<file path="config.mk">
export PLATFORM = sky130hd
export DESIGN_NAME = nand_avalon_csr_slave_flat
export DESIGN_NICKNAME = d
export VERILOG_FILES = /design/src/rtl/nand_avalon_csr_slave_pkg.sv /design/src/rtl/nand_avalon_csr_slave_if.sv /design/src/rtl/nand_avalon_csr_slave_fifo.sv /design/src/rtl/nand_avalon_csr_slave.sv /design/src/flat_wrapper.sv
export SDC_FILE = /design/constraint.sdc
export NUM_CORES = 1
export LEC_CHECK = 0
export CORE_MARGIN = 5
export CORE_UTILIZATION = 54
export DETAILED_ROUTE_END_ITERATION = 6
export PLACE_DENSITY_LB_ADDON = 0.15
export SLEW_MARGIN = 20
export SYNTH_ARGS = -nofsm -noshare
export SYNTH_HDL_FRONTEND = slang
export SYNTH_SLANG_ARGS = --single-unit
</file>
<file path="constraint.sdc">
create_clock -name i_clk -period 3.4 [get_ports i_clk]
set_clock_uncertainty 0.05 [all_clocks]
set_input_delay 0.51 -clock i_clk [delete_from_list [all_inputs] [get_ports i_clk]]
set_output_delay 0.51 -clock i_clk [all_outputs]
set_load 0.1 [all_outputs]
</file>
<file path="src/rtl/nand_avalon_csr_slave_pkg.sv">
// Register map, command opcodes and STATUS bit positions shared by the NAND CSR slave.
package nand_avalon_pkg;

  localparam int AVS_ADDR_W = 2;
  localparam int AVS_DATA_W = 32;

  localparam logic [1:0] REG_DATA   = 2'd0;
  localparam logic [1:0] REG_CMD    = 2'd1;
  localparam logic [1:0] REG_STATUS = 2'd2;
  localparam logic [1:0] REG_IRQ    = 2'd3;

  localparam logic [7:0] CMD_NOP                  = 8'h00;
  localparam logic [7:0] CMD_RESET                = 8'h01;
  localparam logic [7:0] CMD_READ_PAGE            = 8'h02;
  localparam logic [7:0] CMD_READ_PAGE_CACHE      = 8'h03;
  localparam logic [7:0] CMD_READ_PAGE_CACHE_LAST = 8'h04;
  localparam logic [7:0] CMD_PROGRAM_PAGE         = 8'h05;
  localparam logic [7:0] CMD_PROGRAM_PAGE_CACHE   = 8'h06;
  localparam logic [7:0] CMD_ERASE_BLOCK          = 8'h07;
  localparam logic [7:0] CMD_READ_STATUS          = 8'h08;
  localparam logic [7:0] CMD_READ_ID              = 8'h09;
  localparam logic [7:0] CMD_READ_PARAM           = 8'h0A;
  localparam logic [7:0] CMD_GET_FEATURES         = 8'h0B;
  localparam logic [7:0] CMD_SET_FEATURES         = 8'h0C;
  localparam logic [7:0] CMD_READ_UNIQUE_ID       = 8'h0D;
  localparam logic [7:0] CMD_CHANGE_READ_COL      = 8'h0E;
  localparam logic [7:0] CMD_CHANGE_WRITE_COL     = 8'h0F;
  localparam logic [7:0] CMD_COPYBACK_READ        = 8'h10;
  localparam logic [7:0] CMD_COPYBACK_PROGRAM     = 8'h11;
  localparam logic [7:0] CMD_READ_STATUS_ENH      = 8'h12;
  localparam logic [7:0] CMD_SYNC_RESET           = 8'h13;
  localparam logic [7:0] CMD_LUN_RESET            = 8'h14;
  localparam logic [7:0] CMD_VOLUME_SELECT        = 8'h15;
  localparam logic [7:0] CMD_ODT_CONFIGURE        = 8'h16;
  localparam logic [7:0] CMD_ZQ_CAL_SHORT         = 8'h17;
  localparam logic [7:0] CMD_ZQ_CAL_LONG          = 8'h18;
  localparam logic [7:0] CMD_READ_RETRY           = 8'h19;
  localparam logic [7:0] CMD_LAST                 = CMD_READ_RETRY;

  localparam int ST_BUSY      = 0;
  localparam int ST_RNB       = 1;
  localparam int ST_RX_EMPTY  = 2;
  localparam int ST_RX_FULL   = 3;
  localparam int ST_RX_OVF    = 4;
  localparam int ST_RX_UNF    = 5;
  localparam int ST_CMD_REJ   = 6;
  localparam int ST_COUNT_LSB = 8;
  localparam int ST_COUNT_MSB = 15;

  localparam int IRQ_IE   = 0;
  localparam int IRQ_DONE = 1;

endpackage

</file>
<file path="src/rtl/nand_avalon_csr_slave_if.sv">
// Avalon-MM register bus between the host master and the NAND CSR slave.
interface nand_avalon_csr_slave_if;
  import nand_avalon_pkg::*;

  logic [AVS_ADDR_W-1:0] addr;
  logic                  rd;
  logic                  wr;
  logic [AVS_DATA_W-1:0] wrdata;
  logic [AVS_DATA_W-1:0] rddata;

  modport master (output addr, rd, wr, wrdata, input rddata);
  modport slave  (input addr, rd, wr, wrdata, output rddata);

endinterface

</file>
<file path="src/rtl/nand_avalon_csr_slave_fifo.sv">
// nand_byte_fifo: synchronous byte FIFO for the RX path; a pop frees room for a same-cycle push.
module nand_byte_fifo #(
  parameter int DEPTH = 16
) (
  input  logic                   i_clk,
  input  logic                   i_rst_n,
  input  logic                   i_push,
  input  logic [7:0]             i_data,
  input  logic                   i_pop,
  output logic [7:0]             o_head,
  output logic                   o_full,
  output logic                   o_empty,
  output logic [$clog2(DEPTH):0] o_count,
  output logic                   o_overflow,
  output logic                   o_underflow
);
  localparam int AW = $clog2(DEPTH);
  localparam int CW = AW + 1;

  logic [7:0]    r_mem [DEPTH];
  logic [AW-1:0] r_wr_ptr;
  logic [AW-1:0] r_rd_ptr;
  logic [CW-1:0] r_count;
  logic          w_push_ok;
  logic          w_pop_ok;

  assign o_empty     = (r_count == '0);
  assign o_full      = (r_count == CW'(DEPTH));
  assign w_pop_ok    = i_pop & ~o_empty;
  assign w_push_ok   = i_push & (~o_full | w_pop_ok);
  assign o_overflow  = i_push & ~w_push_ok;
  assign o_underflow = i_pop & o_empty;
  assign o_head      = o_empty ? 8'h00 : r_mem[r_rd_ptr];
  assign o_count     = r_count;

  always_ff @(posedge i_clk) begin
    if (w_push_ok) r_mem[r_wr_ptr] <= i_data;
  end

  // Pointers are exactly AW bits wide, so they wrap modulo DEPTH for free.
  always_ff @(posedge i_clk or negedge i_rst_n) begin
    if (!i_rst_n) begin
      r_wr_ptr <= '0;
      r_rd_ptr <= '0;
      r_count  <= '0;
    end else begin
      if (w_push_ok) r_wr_ptr <= r_wr_ptr + AW'(1);
      if (w_pop_ok)  r_rd_ptr <= r_rd_ptr + AW'(1);
      r_count <= r_count + CW'(w_push_ok) - CW'(w_pop_ok);
    end
  end

endmodule

</file>
<file path="src/rtl/nand_avalon_csr_slave.sv">
// Avalon-MM CSR front-end for the NAND controller core: command handshake, TX bytes, RX FIFO, RnB sync.
// Optional interrupt register at addr 3 is built only when NAND_CSR_IRQ_EN is defined.
module nand_avalon_csr_slave
  import nand_avalon_pkg::*;
#(
  parameter int RX_DEPTH    = 16,
  parameter int SYNC_STAGES = 2
) (
  input  logic                          i_clk,
  input  logic                          i_rst_n,
  nand_avalon_csr_slave_if.slave        avs,
  output logic                          o_cmd_valid,
  output logic [7:0]                    o_cmd_code,
  input  logic                          i_cmd_ready,
  output logic                          o_tx_valid,
  output logic [7:0]                    o_tx_data,
  input  logic                          i_rx_valid,
  input  logic [7:0]                    i_rx_data,
  input  logic                          i_core_busy,
  input  logic                          i_core_done,
  input  logic                          i_nand_rnb,
  output logic                          o_irq
);
  localparam int CW = $clog2(RX_DEPTH) + 1;

  logic [AVS_DATA_W-1:0]  r_rddata;
  logic [AVS_DATA_W-1:0]  w_rd_mux;
  logic [AVS_DATA_W-1:0]  w_irq_rd;
  logic [15:0]            w_status;
  logic                   r_cmd_valid;
  logic [7:0]             r_cmd_code;
  logic                   r_tx_valid;
  logic [7:0]             r_tx_data;
  logic                   r_rx_ovf;
  logic                   r_rx_unf;
  logic                   r_cmd_rej;
  logic [SYNC_STAGES-1:0] r_rnb_sync;
  logic                   w_rnb;
  logic                   w_rd_data;
  logic                   w_wr_data;
  logic                   w_wr_cmd;
  logic                   w_wr_status;
  logic                   w_wr_irq;
  logic                   w_cmd_rej;
  logic [7:0]             w_rx_head;
  logic                   w_rx_full;
  logic                   w_rx_empty;
  logic [CW-1:0]          w_rx_count;
  logic                   w_rx_ovf_set;
  logic                   w_rx_unf_set;
  logic                   w_unused;

  assign w_rd_data   = avs.rd & (avs.addr == REG_DATA);
  assign w_wr_data   = avs.wr & (avs.addr == REG_DATA);
  assign w_wr_cmd    = avs.wr & (avs.addr == REG_CMD);
  assign w_wr_status = avs.wr & (avs.addr == REG_STATUS);
  assign w_wr_irq    = avs.wr & (avs.addr == REG_IRQ);

  nand_byte_fifo #(.DEPTH(RX_DEPTH)) u_rx_fifo (
    .i_clk       (i_clk),
    .i_rst_n     (i_rst_n),
    .i_push      (i_rx_valid),
    .i_data      (i_rx_data),
    .i_pop       (w_rd_data),
    .o_head      (w_rx_head),
    .o_full      (w_rx_full),
    .o_empty     (w_rx_empty),
    .o_count     (w_rx_count),
    .o_overflow  (w_rx_ovf_set),
    .o_underflow (w_rx_unf_set)
  );

  // A write that lands while a command is still pending is refused, even on the accept edge.
  assign w_cmd_rej = w_wr_cmd & r_cmd_valid;

  always_ff @(posedge i_clk or negedge i_rst_n) begin
    if (!i_rst_n) begin
      r_cmd_valid <= 1'b0;
      r_cmd_code  <= 8'h00;
    end else if (r_cmd_valid && i_cmd_ready) begin
      r_cmd_valid <= 1'b0;
    end else if (w_wr_cmd && !r_cmd_valid) begin
      r_cmd_valid <= 1'b1;
      r_cmd_code  <= avs.wrdata[7:0];
    end
  end

  always_ff @(posedge i_clk or negedge i_rst_n) begin
    if (!i_rst_n) begin
      r_tx_valid <= 1'b0;
      r_tx_data  <= 8'h00;
    end else begin
      r_tx_valid <= w_wr_data;
      if (w_wr_data) r_tx_data <= avs.wrdata[7:0];
    end
  end

  // Sticky flags: a set in the same cycle as a write-1-to-clear wins.
  always_ff @(posedge i_clk or negedge i_rst_n) begin
    if (!i_rst_n) begin
      r_rx_ovf  <= 1'b0;
      r_rx_unf  <= 1'b0;
      r_cmd_rej <= 1'b0;
    end else begin
      r_rx_ovf  <= w_rx_ovf_set | (r_rx_ovf  & ~(w_wr_status & avs.wrdata[ST_RX_OVF]));
      r_rx_unf  <= w_rx_unf_set | (r_rx_unf  & ~(w_wr_status & avs.wrdata[ST_RX_UNF]));
      r_cmd_rej <= w_cmd_rej    | (r_cmd_rej & ~(w_wr_status & avs.wrdata[ST_CMD_REJ]));
    end
  end

  always_ff @(posedge i_clk or negedge i_rst_n) begin
    if (!i_rst_n) r_rnb_sync <= '0;
    else          r_rnb_sync <= {r_rnb_sync[SYNC_STAGES-2:0], i_nand_rnb};
  end
  assign w_rnb = r_rnb_sync[SYNC_STAGES-1];

`ifdef NAND_CSR_IRQ_EN
  logic r_irq_ie;
  logic r_irq_done;

  always_ff @(posedge i_clk or negedge i_rst_n) begin
    if (!i_rst_n) begin
      r_irq_ie   <= 1'b0;
      r_irq_done <= 1'b0;
    end else begin
      if (w_wr_irq) r_irq_ie <= avs.wrdata[IRQ_IE];
      r_irq_done <= i_core_done | (r_irq_done & ~(w_wr_irq & avs.wrdata[IRQ_DONE]));
    end
  end

  assign o_irq    = r_irq_done & r_irq_ie;
  assign w_irq_rd = {{(AVS_DATA_W-2){1'b0}}, r_irq_done, r_irq_ie};
  assign w_unused = ^avs.wrdata[AVS_DATA_W-1:8];
`else
  assign o_irq    = 1'b0;
  assign w_irq_rd = '0;
  assign w_unused = ^{avs.wrdata[AVS_DATA_W-1:8], i_core_done, w_wr_irq};
`endif

  always_comb begin
    w_status                            = '0;
    w_status[ST_BUSY]                   = r_cmd_valid | i_core_busy;
    w_status[ST_RNB]                    = w_rnb;
    w_status[ST_RX_EMPTY]               = w_rx_empty;
    w_status[ST_RX_FULL]                = w_rx_full;
    w_status[ST_RX_OVF]                 = r_rx_ovf;
    w_status[ST_RX_UNF]                 = r_rx_unf;
    w_status[ST_CMD_REJ]                = r_cmd_rej;
    w_status[ST_COUNT_MSB:ST_COUNT_LSB] = 8'(w_rx_count);
  end

  // rddata tracks addr every cycle; the host sets addr a cycle ahead of rd.
  always_comb begin
    w_rd_mux = '0;
    case (avs.addr)
      REG_DATA:   w_rd_mux[7:0]  = w_rx_head;
      REG_CMD:    w_rd_mux[7:0]  = r_cmd_code;
      REG_STATUS: w_rd_mux[15:0] = w_status;
      REG_IRQ:    w_rd_mux       = w_irq_rd;
      default:    w_rd_mux       = '0;
    endcase
  end

  always_ff @(posedge i_clk or negedge i_rst_n) begin
    if (!i_rst_n) r_rddata <= '0;
    else          r_rddata <= w_rd_mux;
  end

  assign avs.rddata  = r_rddata;
  assign o_cmd_valid = r_cmd_valid;
  assign o_cmd_code  = r_cmd_code;
  assign o_tx_valid  = r_tx_valid;
  assign o_tx_data   = r_tx_data;

endmodule

</file>
<file path="src/flat_wrapper.sv">
// flat-port wrapper written by rule: the top's interface ports become plain ports
module nand_avalon_csr_slave_flat import nand_avalon_pkg::*;
#(
  parameter int RX_DEPTH    = 16,
  parameter int SYNC_STAGES = 2
)
  (i_clk, i_rst_n, o_cmd_valid, o_cmd_code, i_cmd_ready, o_tx_valid, o_tx_data, i_rx_valid, i_rx_data, i_core_busy, i_core_done, i_nand_rnb, o_irq, avs_addr, avs_rd, avs_wr, avs_wrdata, avs_rddata);
  nand_avalon_csr_slave_if avs_i ();
  input  logic i_clk;
  input  logic i_rst_n;
  output logic o_cmd_valid;
  output logic [7:0] o_cmd_code;
  input  logic i_cmd_ready;
  output logic o_tx_valid;
  output logic [7:0] o_tx_data;
  input  logic i_rx_valid;
  input  logic [7:0] i_rx_data;
  input  logic i_core_busy;
  input  logic i_core_done;
  input  logic i_nand_rnb;
  output logic o_irq;
  input wire logic [$bits(avs_i.addr)-1:0] avs_addr;
  input wire logic [$bits(avs_i.rd)-1:0] avs_rd;
  input wire logic [$bits(avs_i.wr)-1:0] avs_wr;
  input wire logic [$bits(avs_i.wrdata)-1:0] avs_wrdata;
  output wire logic [$bits(avs_i.rddata)-1:0] avs_rddata;
  assign avs_i.addr = avs_addr;
  assign avs_i.rd = avs_rd;
  assign avs_i.wr = avs_wr;
  assign avs_i.wrdata = avs_wrdata;
  assign avs_rddata = avs_i.rddata;
  nand_avalon_csr_slave #(.RX_DEPTH(RX_DEPTH), .SYNC_STAGES(SYNC_STAGES)) u_core (.i_clk(i_clk), .i_rst_n(i_rst_n), .avs(avs_i), .o_cmd_valid(o_cmd_valid), .o_cmd_code(o_cmd_code), .i_cmd_ready(i_cmd_ready), .o_tx_valid(o_tx_valid), .o_tx_data(o_tx_data), .i_rx_valid(i_rx_valid), .i_rx_data(i_rx_data), .i_core_busy(i_core_busy), .i_core_done(i_core_done), .i_nand_rnb(i_nand_rnb), .o_irq(o_irq));
endmodule
</file>
==> results of run 1 <==
[flip-flops by register name, summed over array words and instances, names as in the netlist]
name and flops:
u_core.r_cmd_rej 1, u_core.o_tx_valid 1, u_core.u_rx_fifo.o_count 5, u_core.o_tx_data 8, u_core.u_rx_fifo.r_mem 128, u_core.r_rx_unf 1
u_core.u_rx_fifo.r_rd_ptr 4, u_core.r_rnb_sync 2, u_core.u_rx_fifo.r_wr_ptr 4, u_core.r_rx_ovf 1, u_core.o_cmd_code 8, u_core.avs.rddata 13
u_core.o_cmd_valid 1
[cell families (layout without fill, tap and decap cells)]
| family | count (synthesis) | count (layout) | share of synthesized area (%) |
|---|---|---|---|
| multiplexers | 56 | 56 | 14.07 |
| XOR/XNOR | 10 | 10 | 1.218 |
| AND/OR/NAND/NOR | 76 | 76 | 5.357 |
| buffers and inverters | 45 | 128 | 3.861 |
| adder cells (fa/ha/maj) | 12 | 12 | 2.192 |
| flip-flops | 177 | 177 | 70.48 |
| AO/OA/AOI/OAI | 30 | 30 | 2.766 |
| other | 1 | 20 | 0.05213 |
[layout make-up]
type                    count  share of cell area (%)
inverters                  10                  0.4366
repair buffers             86                   9.109
clock buffers              19                   5.035
flip-flops and latches    177                   58.98
multi-input cells         204                   22.29
clock inverters            13                   1.586
well taps                 176                   2.561
[cell usage in the layout, fill, tap and decap left out, types with 6 or more instances in the layout]
master and instances:
nand3_1 12, clkbuf_16 17, dfrtp_1 48, nand2_1 17, nor2_1 18, and2_1 6
ha_1 11, a22oi_1 11, inv_1 10, edfxtp_1 128, conb_1 20, buf_4 31
o21ai_0 11, mux4_2 29, clkdlybuf4s50_1 55, nor2b_1 6, xnor2_1 7, mux2_2 19
[layer usage]
metal  vias to the layer above  routed length, µm  global-route usage, %
li1                       1699                  -                      -
met1                      1812               5608                  23.12
met2                       142               6786                  30.40
met3                        27                974                  5.075
met4                         0                366                  7.972
met5                         -                  0                      0
[path summary, 6_finish.rpt]
path | startpoint | cells past startpoint | to | slack [ns]
hold reg to reg | u_core.r_rnb_sync[0]$_DFF_PN0_ | 0 | u_core.r_rnb_sync[1]$_DFF_PN0_ | 0.31
min in group i_clk | u_core.r_rnb_sync[0]$_DFF_PN0_ | 0 | u_core.r_rnb_sync[1]$_DFF_PN0_ | 0.31
hold / removal | i_rst_n | 1 | u_core.u_rx_fifo.o_count[3]$_DFF_PN0_ | 0.05
setup / recovery | u_core.u_rx_fifo.o_count[3]$_DFF_PN0_ | 13 | u_core.u_rx_fifo.o_count[4]$_DFF_PN0_ | 0.31
max in group asynchronous | i_rst_n | 1 | u_core.u_rx_fifo.r_rd_ptr[0]$_DFFE_PN0P_ | 2.82
setup reg to reg | u_core.u_rx_fifo.o_count[3]$_DFF_PN0_ | 13 | u_core.u_rx_fifo.o_count[4]$_DFF_PN0_ | 0.31
[metrics by stage]
stage	instance area [µm²]	utilization, %
2_1_floorplan	7264	-
3_3_place_gp	8026	61.10
3_5_place_dp	8026	61.10
4_1_cts	8596	65.43
5_1_grt	8598	65.45
6_report	8598	65.45
[report_power, final]
group	internal [mW]	total, mW	switching, mW
clock network	1.08	1.85	0.772
logic	0.946	2.39	1.44
registers	2.65	2.99	0.334
[cells in the mapped netlist (all sizes together)]
library cell  count  area (µm²)
o21ai            11       55.05
a22o              1       8.760
clkbuf            5       18.77
or3b              1       8.760
nand2            17       63.81
mux4             33       758.2
buf              30       221.5
mux2i             4       40.04
a21oi             2       10.01
a22oi            11       82.58
dfrtp            49        1226
a21boi            1       11.26
conb              1       3.750
nor4b             1       8.760
edfxtp          128        3844
nand4             1       6.260
a21o              2       15.01
nor2b             6       37.54
inv              10       37.54
fa                1       20.02
xor2              3       26.28
nor3              6       35.03
a32o              1       10.01
mux2             19       214.0
and3              4       25.02
or4b              1       10.01
ha               11       137.6
and4bb            1       12.51
a31oi             1       6.260
nand2b            2       12.51
nor2             18       67.56
and2              6       37.54
xnor2             7       61.31
nand3            12       60.06
==> impl_metrics.py, run 1 <==
metrics = {
    "clocking": {
        "cts-resized-gates": 0,
        "numCtsBuffers": 17,
        "clk_pin_slew_ns": 0.06,
        "root_buffer": "clkbuf_16",
        "cts_tree": "built",
        "clock_sinks": 177,
        "clockBufferDepth": 2,
        "insertion_delay_ns": 0.42,
        "htree_levels": 4,
        "cts_hold_buf": 0,
        "cts_setup_buffers": 0,
    },
    "floorplanning": {
        "start_util_pct": 54.75,
        "io_pins": 102,
        "die_width_um": 125.4,
        "die-area_mm2": 0.01573,
        "core_area_mm2": 0.01314,
        "die_h_um": 125.4,
        "placementRows": 42,
    },
    "synth": {
        "synth_cell_types": 39,
        "synth_cells": 407,
        "netlist_area_mm2": 0.007193,
        "yosys_warnings": 0,
        "ys_ff_latch": 177,
        "ys_seq_area_share_pct": 70.48,
        "syn_area_per_cell_um2": 17.67,
    },
    "detailed_routing": {
        "via_count": 3680,
        "antenna_left": 0,
        "drtIter0Drc": 304,
        "drc": 0,
        "routed_wl_um": 13740,
        "wire_per_inst_um": 20.05,
        "vias_per_cell": 5.372,
        "drtPass1Iterations": 4,
    },
    "timing": {
        "slew_headroom_pct": 34.31,
        "max_freq_ghz": 0.3241,
        "finalCriticalPeriod_ns": 3.086,
        "setup_viol": 0,
        "slew_viol_final": 0,
        "hold_viol_final": 0,
        "tns_ns": 0,
        "post-route-period-util_pct": 90.75,
        "holdWs_ns": 0.05386,
        "worst_pin_slew_ns": 0.9823,
        "setup_slack_ns": 0.3145,
        "rsz0062_at_grt": "false",
    },
    "global_route": {
        "grt_max_degree": 50,
        "grt_usage_pct": 18.44,
        "overflow": 0,
        "grt_pass1_wl_um": 21670,
        "grt_pass1_vias": 3875,
        "antenna_found_initial": 0,
    },
    "critical_path": {
        "cp_slowest_cell": "or4b_2",
        "end_kind": "register",
        "crit_buf_inv": 3,
        "path_class": "register to register",
        "cp_cell_sequence": "inv_1, ha_1, or4b_2, nand3_1, inv_1, ha_1, inv_1, ha_1, fa_1, a21oi_1, nor2_1, nor2_1, xnor2_1",
        "critical_path.top_delay_family": "adder cells",
        "worstSetupStartpointType": "register",
        "cp.arrival_ns": 3.38,
        "cp.required_ns": 3.69,
        "max_stage_delay_ns": 0.65,
        "path_max_fanout": 4,
    },
    "place": {
        "place_ws_ns": 0.1103,
        "dp_cells": 653,
        "place_congestion": 0.8223,
        "io_buffer_count": 56,
        "dp_hpwl_um": 9395,
    },
    "finish": {
        "final_cells": 685,
        "layout-drive-gt1-share_pct": 22.20,
        "n_fill_cell": 926,
        "n_antenna_cell": 0,
        "nets": 559,
        "ff_latch_area_mm2": 0.005071,
        "area_growth_syn_to_layout_pct": 19.53,
        "multi_input_area_mm2": 0.001917,
    },
    "pwr": {
        "ir_drop_mv": 0.3941,
        "leakage_nw": 3.149,
        "power_density_mw_per_mm2": 841.0,
        "totalPowerFinal_mw": 7.231,
    },
    "hold_path": {
        "hold_class": "primary input to asynchronous set/reset pin",
    },
    "status": {
        "outcome": "completed",
    },
    "job": {
        "drv_cap": 0,
    },
}
Power figures use the tool's default switching activity.
==> inputs of run 2 (changes only) <==
--- a/config.mk
+++ b/config.mk
@@ -8,8 +8,9 @@
 export CORE_MARGIN = 5
 export CORE_UTILIZATION = 54
 export DETAILED_ROUTE_END_ITERATION = 6
+export HOLD_SLACK_MARGIN = 0.15
 export PLACE_DENSITY_LB_ADDON = 0.15
-export SLEW_MARGIN = 20
+export SLEW_MARGIN = 10
 export SYNTH_ARGS = -nofsm -noshare
 export SYNTH_HDL_FRONTEND = slang
 export SYNTH_SLANG_ARGS = --single-unit
==> constraint.sdc (replaced) <==
create_clock -name i_clk -period 3.4 [get_ports i_clk]
set_clock_uncertainty 0.05 [all_clocks]
set_input_delay 0.68 -clock i_clk [delete_from_list [all_inputs] [get_ports i_clk]]
set_output_delay 0.68 -clock i_clk [all_outputs]
set_load 0.1 [all_outputs]
==> run 2 against run 1 <==
Net effect:
- sequential cell count unchanged
- cell count is 0.15% lower
- fmax fell by 0.12%
- setup slack worse by 0.0038 ns
- via count increased by 0.71%
- global-route usage fell by 0.13 points
- combinational power barely moved
- sequential share of layout area is 0.48 points higher
- sequential power about the same
- non-clock buffer count did not move
- worst hold slack improved by 0.25 ns
- clock-buffer cell count up 2
- largest cell class unchanged
- largest power group unchanged
==> impl_metrics.py, run 2 (synthesis results as in run 1) <==
metrics = {
    "critical_path": {
        "ff2ff_path_depth": 13,
        "cp.arrival_ns": 3.38,
        "timing.rr.start": "u_core.u_rx_fifo.o_count[2]$_DFF_PN0_",
        "timing.rr.end": "u_core.u_rx_fifo.o_count[4]$_DFF_PN0_",
        "reg2reg_slack_ns": 0.31,
        "cp.required_ns": 3.69,
        "worstSetupStartpointType": "register",
        "path_max_fanout": 4,
        "critPathLaunch": "u_core.u_rx_fifo.o_count[2]$_DFF_PN0_",
        "end_kind": "register",
        "path_class": "register to register",
    },
    "global_route": {
        "grt_pass1_vias": 3798,
        "overflow": 0,
        "grt_usage_pct": 18.31,
        "grt_pass1_wl_um": 21500,
        "antenna_found_initial": 0,
        "grt_max_degree": 50,
    },
    "timing": {
        "post-route-period-util_pct": 90.86,
        "worst_pin_slew_ns": 0.9632,
        "setup_viol": 0,
        "max_freq_ghz": 0.3237,
        "tns_ns": 0,
        "slew_viol_final": 0,
        "setup_slack_ns": 0.3107,
        "finalCriticalPeriod_ns": 3.089,
        "hold_viol_final": 0,
        "slew_headroom_pct": 35.79,
        "rsz0062_at_grt": "false",
        "holdWs_ns": 0.3052,
    },
    "finish": {
        "largest_register_ffs": 128,
        "final_core_util_pct": 64.91,
        "n_antenna_cell": 0,
        "layout_common_cells": "edfxtp_1 (128), buf_4 (58), dfrtp_1 (48), mux4_2 (29), clkdlybuf4s50_1 (24)",
        "registers.top_by_ff_count": "u_core.u_rx_fifo.r_mem",
        "nets": 559,
        "area_growth_syn_to_layout_pct": 18.56,
        "layout-drive-gt1-share_pct": 27.56,
        "stdcell_area_mm2": 0.008528,
        "final_common_cell": "edfxtp_1",
        "final_cells": 684,
    },
    "pwr": {
        "totalPowerFinal_mw": 7.169,
        "power_density_mw_per_mm2": 840.6,
        "ir_drop_mv": 0.3461,
        "leakage_nw": 3.182,
    },
    "clocking": {
        "clockBufferDepth": 2,
        "root_buffer": "clkbuf_16",
        "numCtsBuffers": 17,
        "clk_pin_slew_ns": 0.06,
        "cts_setup_buffers": 0,
        "cts_hold_buf": 0,
        "clock_sinks": 177,
        "cts_tree": "built",
        "htree_levels": 4,
        "insertion_delay_ns": 0.42,
        "cts-resized-gates": 0,
    },
    "job": {
        "drv_cap": 0,
    },
    "detailed_routing": {
        "wl_met1_um": 5879,
        "routed_wl_um": 13740,
        "route.met2.wl_um": 6891,
        "vias_per_cell": 5.418,
        "drtIter0Drc": 260,
        "antenna_left": 0,
        "drtPass1Iterations": 4,
        "via_count": 3706,
        "drc": 0,
        "top_layer": "met4",
        "wire_per_inst_um": 20.09,
        "met3_length_um": 758,
    },
    "place": {
        "place_ws_ns": 0.01656,
        "io_buffer_count": 56,
        "postPlaceCellArea_mm2": 0.007946,
        "place_congestion": 0.8273,
        "dp_cells": 651,
        "dp_hpwl_um": 9330,
    },
    "hold_path": {
        "holdPathEnd": "u_core.r_rnb_sync[1]$_DFF_PN0_",
        "whs_path_depth": 0,
        "hp-start": "u_core.r_rnb_sync[0]$_DFF_PN0_",
        "hold_class": "register to register",
    },
    "floorplanning": {
        "die_width_um": 125.4,
        "placementRows": 42,
        "die_h_um": 125.4,
        "start_util_pct": 54.75,
        "core_area_mm2": 0.01314,
        "die-area_mm2": 0.01573,
        "io_pins": 102,
    },
    "status": {
        "outcome": "completed",
    },
}
-- run 2: cell types whose count changed in the layout (fill, tap and decap cells not counted), sizes merged --
cell and delta:
clkbuf +2, buf +30, clkinv -3, dlygate4sd3 +1, clkdlybuf4s50 -31
-- run 2: how the worst max path moves through the flow --
stage	to	slack, ns	cells after the start
CTS	u_core.u_rx_fifo.o_count[4]$_DFF_PN0_	0.30	13
finish	u_core.u_rx_fifo.o_count[4]$_DFF_PN0_	0.31	13
global route	u_core.u_rx_fifo.o_count[4]$_DFF_PN0_	0.14	13
floorplan	u_core.u_rx_fifo.o_count[4]$_DFF_PN0_	0.44	11
detailed placement	u_core.u_rx_fifo.o_count[4]$_DFF_PN0_	0.02	12
global placement	u_core.u_rx_fifo.o_count[4]$_DFF_PN0_	0.03	12
-- run 2: worst max-delay path: stages, from the launching register on --
cell and delay (ns):
dfrtp_1 0.40, inv_1 0.08, ha_1 0.18, or4b_2 0.66, nand3_1 0.22, inv_1 0.08, ha_1 0.27, inv_1 0.04
ha_1 0.20, fa_1 0.39, a21oi_1 0.16, nor2_1 0.06, nor2_1 0.12, xnor2_1 0.13
-- run 2: area by class of cell --
cell class / count / area (µm²)
multi-input cells: 204 / 1917
clock buffers: 21 / 440.4
fillers: 930 / 4609
clock inverters: 10 / 111.4
flip-flops and latches: 177 / 5071
inverters: 10 / 37.54
well taps: 176 / 220.2
repair buffers: 86 / 730.7
-- run 2: where the power goes --
part           switching (mW)  leakage (nW)  total (mW)  internal [mW]
combinational            1.44          1.16        2.36          0.924
sequential              0.339          1.76        2.99           2.65
clock                   0.741         0.267        1.82           1.07
-- run 2: routing by layer --
layer | track usage (%) | vias up
met5 | 0 | -
met4 | 6.186 | 0
met3 | 4.733 | 16
met2 | 29.99 | 121
met1 | 24.15 | 1872
li1 | - | 1697
